--- src/rtl/instr_fetch_unit.sv ---
// Instruction fetch unit: PC sequencing, single-entry instruction register and field decode.
// Optional retired-instruction counter enabled by defining INSTR_FETCH_INSTR_CNT_EN.
module instr_fetch_unit #(
  parameter logic [31:0] RESET_PC = 32'h0000_0000
) (
  input  logic        Clk,
  input  logic        Rst,
  output logic        IMemReq,
  output logic [31:0] IMemAddr,
  input  logic        IMemReady,
  input  logic [31:0] IMemData,
  input  logic        Redirect,
  input  logic [31:0] RedirectPC,
  input  logic        Stall,
  output logic        Valid,
  output logic [31:0] Instr,
  output logic [31:0] InstrPC,
  output logic [4:0]  RR1,
  output logic [4:0]  RR2,
  output logic [4:0]  WR,
  output logic [4:0]  ShiftCount,
  output logic [5:0]  Funct,
  output logic [31:0] Imm
`ifdef INSTR_FETCH_INSTR_CNT_EN
  ,
  output logic [31:0] InstrCount
`endif
);

  localparam int unsigned XLEN     = 32;
  localparam int unsigned IMM_W    = 16;
  localparam logic [XLEN-1:0] ALIGN_MASK = 32'hFFFF_FFFC;
  localparam logic [XLEN-1:0] RESET_PC_ALIGNED = RESET_PC & ALIGN_MASK;

  typedef enum logic [1:0] {
    IDLE  = 2'd0,
    FETCH = 2'd1,
    HOLD  = 2'd2
  } state_t;

  state_t            state_q, state_d;
  logic [XLEN-1:0]   pc_q, pc_d;
  logic              valid_q, valid_d;
  logic [XLEN-1:0]   instr_q, instr_d;
  logic [XLEN-1:0]   instr_pc_q, instr_pc_d;
  logic              consume;
  logic              capture;
`ifdef INSTR_FETCH_INSTR_CNT_EN
  logic [XLEN-1:0]   cnt_q, cnt_d;
`endif

  // Next-state and datapath update; Redirect takes priority over everything but reset.
  always_comb begin
    state_d    = state_q;
    pc_d       = pc_q;
    valid_d    = valid_q;
    instr_d    = instr_q;
    instr_pc_d = instr_pc_q;
    capture    = 1'b0;
    consume    = valid_q && !Stall;

    unique case (state_q)
      IDLE:  state_d = FETCH;
      FETCH: begin
        if (valid_q && Stall) begin
          state_d = HOLD;
        end else if (IMemReady && !Redirect) begin
          capture = 1'b1;
        end
      end
      HOLD:  if (!Stall) state_d = FETCH;
      default: state_d = IDLE;
    endcase

    if (consume && !capture) valid_d = 1'b0;

    if (capture) begin
      instr_d    = IMemData;
      instr_pc_d = pc_q;
      valid_d    = 1'b1;
      pc_d       = pc_q + XLEN'(4);
    end

    if (Redirect) begin
      pc_d    = RedirectPC & ALIGN_MASK;
      valid_d = 1'b0;
      state_d = FETCH;
    end
  end

`ifdef INSTR_FETCH_INSTR_CNT_EN
  always_comb begin
    cnt_d = cnt_q;
    if (consume) cnt_d = cnt_q + XLEN'(1);
  end
`endif

  always_ff @(posedge Clk) begin
    if (Rst) begin
      state_q    <= IDLE;
      pc_q       <= RESET_PC_ALIGNED;
      valid_q    <= 1'b0;
      instr_q    <= '0;
      instr_pc_q <= '0;
`ifdef INSTR_FETCH_INSTR_CNT_EN
      cnt_q      <= '0;
`endif
    end else begin
      state_q    <= state_d;
      pc_q       <= pc_d;
      valid_q    <= valid_d;
      instr_q    <= instr_d;
      instr_pc_q <= instr_pc_d;
`ifdef INSTR_FETCH_INSTR_CNT_EN
      cnt_q      <= cnt_d;
`endif
    end
  end

  // Request is masked by Rst so nothing is issued while reset is held.
  assign IMemReq  = (state_q == FETCH) && !Rst;
  assign IMemAddr = pc_q;
  assign Valid    = valid_q;
  assign Instr    = instr_q;
  assign InstrPC  = instr_pc_q;
`ifdef INSTR_FETCH_INSTR_CNT_EN
  assign InstrCount = cnt_q;
`endif

  assign RR1        = instr_q[25:21];
  assign RR2        = instr_q[20:16];
  assign WR         = instr_q[15:11];
  assign ShiftCount = instr_q[10:6];
  assign Funct      = instr_q[5:0];
  assign Imm        = {{(XLEN-IMM_W){instr_q[IMM_W-1]}}, instr_q[IMM_W-1:0]};

endmodule

--- config.mk ---
export PLATFORM = sky130hd
export DESIGN_NAME = instr_fetch_unit
export DESIGN_NICKNAME = d
export VERILOG_FILES = /design/src/rtl/instr_fetch_unit.sv
export SDC_FILE = /design/constraint.sdc
export NUM_CORES = 1
export LEC_CHECK = 0
export BUFFER_PORTS_ARGS = -buffer_cell sky130_fd_sc_hd__buf_2
export CAP_MARGIN = 25
export CORE_MARGIN = 10
export CORE_UTILIZATION = 46
export CTS_CLUSTER_DIAMETER = 200
export DETAILED_ROUTE_END_ITERATION = 7
export PLACE_DENSITY = 0.8
export SLEW_MARGIN = 10
export SYNTH_ARGS = -nofsm -noshare
export SYNTH_HDL_FRONTEND = slang
export SYNTH_SLANG_ARGS = --single-unit
--- constraint.sdc ---
create_clock -name Clk -period 2.88 [get_ports Clk]
set_clock_uncertainty 0.05 [all_clocks]
set_input_delay 0.432 -clock Clk [delete_from_list [all_inputs] [get_ports Clk]]
set_output_delay 0.432 -clock Clk [all_outputs]
set_load 0.05 [all_outputs]
==> metrics.txt <==
wire per inst=17.2 um; power density cells=523 nW/um^2; #FFs+latches synth=95; hold path endpoint=Instr[23]; Max Cap Viol=0; Max Buffers Root-to-Sink=2; clock power share=30.8%; Fmax=404 MHz; Layout area overhead=20.6%; Post-DP Area=5320 um^2; antenna viol nets, final=0; fraction of registers with async set/reset=0%; Post-Syn Area=4580 um^2; Pleak=2.47 nW; critical path cell sequence=nand4_1 > or4_1 > nor4_1 > xnor2_1 > a211oi_1; Vias=4712; combinational power share=19.8%; crit path launch type=register; final hold slack=240 ps; critical path class=reg -> reg; row cnt=36; final WL=15100 um; commonest non-fill, non-tap cells in the layout=217 x buf_2, 150 x nand2_1, 95 x dfxtp_1; critical-path maximum fanout=12; DRC=0; core area=9730 um^2; dpl cells=860; met1 WL=5860 um; detail-routed via count per cell=5.37; Initial DRC Count=428; Syn. warnings=0; routed wl met2=7180 um; first-pass GRT wire length=23700 um; Finished Layout Cells=877; total power draw=2.88 mW; final setup TNS=0 ps; post-route clock period utilization=85.9%; Required @ worst endpoint=3110 ps; GRT Overall Usage=19.9%; Cell Int Power=1.93 mW; Post-synth EDFFs=0; Psw=0.959 mW; # clock sinks=95; peak supply drop=0.264 mV; Pre-antenna DRT Iters=5; Initial Utilization=47.0%; Root Driver=clkbuf_8; CTS tree=built; Post-Syn Area per Cell=7.68 um^2; commonest non-fill, non-tap cell in the layout=buf_2; fraction of layout cells with a size suffix above 1=33.8%; R2R setup slack=410 ps; endpoints failing setup=0; Resize count post-CTS=0; switching share of total power=33.2%; I/O Buffers=218; Worst Path Buf+Inv=0; vias in the first global route=4608; die width=120 um; largest net degree at the start of global routing=38; die area=14300 um^2; count of final hold-check violations=0; post-CTS setup buffer count=0; Worst-Skew Late Latency=370 ps; critical path endpoint category=register; RR Endpoint=IMemAddr[24]; data arrival time of the worst path=2700 ps; DR WL met3=1750 um; total CTS buffers=9; clock-pin slew on the worst setup and hold paths=90 ps; outcome=finished clean; htree depth=3; dominant synthesized flop cell=dfxtp_1; top sig layer=met4; Sequential Power Share=49.4%; Die Ht=120 um; R2R cell count=5; IO Pins=225; antenna violations before repair=0; crit path time final=2470 ps; Synth Instances=596; sequential share of the synthesized area=41.6%; critical path's slowest cell=or4_1; Slew HR=41.4%; Netlist cell types=50; worst flop-to-flop path startpoint=IMemAddr[4]; design area=5520 um^2; Net count, final=808; slowest cell delay on critical path=760 ps; Worst Min Path Start=IMemData[23]; Hold WC Path Type=in -> reg; Slew @ Worst Pin=875 ps; Placer Congestion=0.871; fin. max-slew vios=0; total congestion overflow=0; family with the most delay on the worst path=simple AND/OR/NAND/NOR gates; post-DP HPWL=11400 um; RSZ-0062 raised after global routing=no; hold buffers post-CTS=0; Hold Path Depth=3
## worst max-delay path by stage
stage                           start      endpoint  slack (ps)  cells after the start
after CTS                 IMemAddr[4]  IMemAddr[24]         450                      5
after detailed placement     Redirect  IMemAddr[17]         440                      7
final                     IMemAddr[4]  IMemAddr[24]         410                      5
after floorplan           IMemAddr[2]  IMemAddr[24]         400                      6
after global placement       Redirect  IMemAddr[17]         520                      7
after global routing      IMemAddr[4]  IMemAddr[24]         170                      5
## registers in the layout, indices dropped and copies added, names as in the netlist
register / flops
Valid: 1
state_q: 2
IMemAddr: 30
Instr: 32
InstrPC: 30
## through the flow
step / utilization [%] / worst slack, ps
6_report: 56.7 / 407
5_1_grt: 56.7 / 168
4_1_cts: 56.7 / 446
3_5_place_dp: 54.7 / 438
3_3_place_gp: 54.7 / 518
2_1_floorplan: - / 398
## synthesized netlist by cell type (2+ instances only)
cell type | instances | area (um^2)
and3_1 | 5 | 31.3
a21oi_1 | 85 | 425
a31oi_1 | 13 | 81.3
or4_1 | 6 | 45.0
or3_1 | 5 | 31.3
clkbuf_1 | 26 | 97.6
xnor2_1 | 5 | 43.8
o21ai_0 | 9 | 45.0
buf_4 | 66 | 495
dfxtp_1 | 95 | 1900
inv_1 | 5 | 18.8
buf_1 | 5 | 18.8
nand4_1 | 13 | 81.3
o22ai_1 | 4 | 25.0
o311ai_0 | 3 | 26.3
nor2b_1 | 4 | 25.0
a2111oi_0 | 2 | 17.5
nand2b_1 | 2 | 12.5
a22oi_1 | 2 | 15.0
and2_1 | 5 | 31.3
mux2_2 | 2 | 22.5
nor4_1 | 10 | 62.6
nor2_1 | 16 | 60.1
nand3_1 | 10 | 50.1
buf_2 | 3 | 15.0
o211ai_1 | 3 | 22.5
nand2_1 | 150 | 563
xor2_1 | 2 | 17.5
and4_1 | 3 | 26.3
nor3_1 | 12 | 60.1
a211oi_1 | 4 | 30.0
o21a_1 | 3 | 22.5
## final cells by class
cell class | count | area, um^2
fill | 928 | 4210
multi-input combinational | 396 | 2010
sequential | 95 | 1900
timing repair buffer | 231 | 1220
tap | 133 | 166
clock buffer | 11 | 141
clock inverter | 5 | 57.6
inverter | 5 | 18.8
antenna | 1 | 2.50
## metal layers
layer	GRT usage, %	vias up
met5	0	-
met4	6.56	0
met3	8.58	23
met2	33.4	251
met1	22.3	2168
li1	-	2270
## worst reg2reg max path: cells and delay by family (launching register included)
kind / cells / cell delay (ps)
DFF: 1 / 470
AOI/OAI and AO/OA: 1 / 230
and+or+nand+nor: 3 / 1530
xor gates and xnor gates: 1 / 100
## power groups by stage
stage                     logic, mW  registers, mW  clock network, mW
after global placement        0.563           1.45                  0
after global routing          0.605           1.44              0.973
after detailed placement      0.571           1.45                  0
after CTS                     0.573           1.42              0.918
after floorplan               0.290           1.60                  0
final                         0.570           1.43              0.888
## cells by family after synthesis
kind of cell	after synthesis	share of synthesized area (%)
AO/OA/AOI/OAI	137	17.3
flip-flops	95	41.6
multiplexers	2	0.492
adder cells (fa/ha/maj)	1	0.273
XOR/XNOR	7	1.34
other	1	0.0819
buffers and inverters	108	14.7
AND/OR/NAND/NOR	245	24.3
Power figures use the tool's default switching activity.
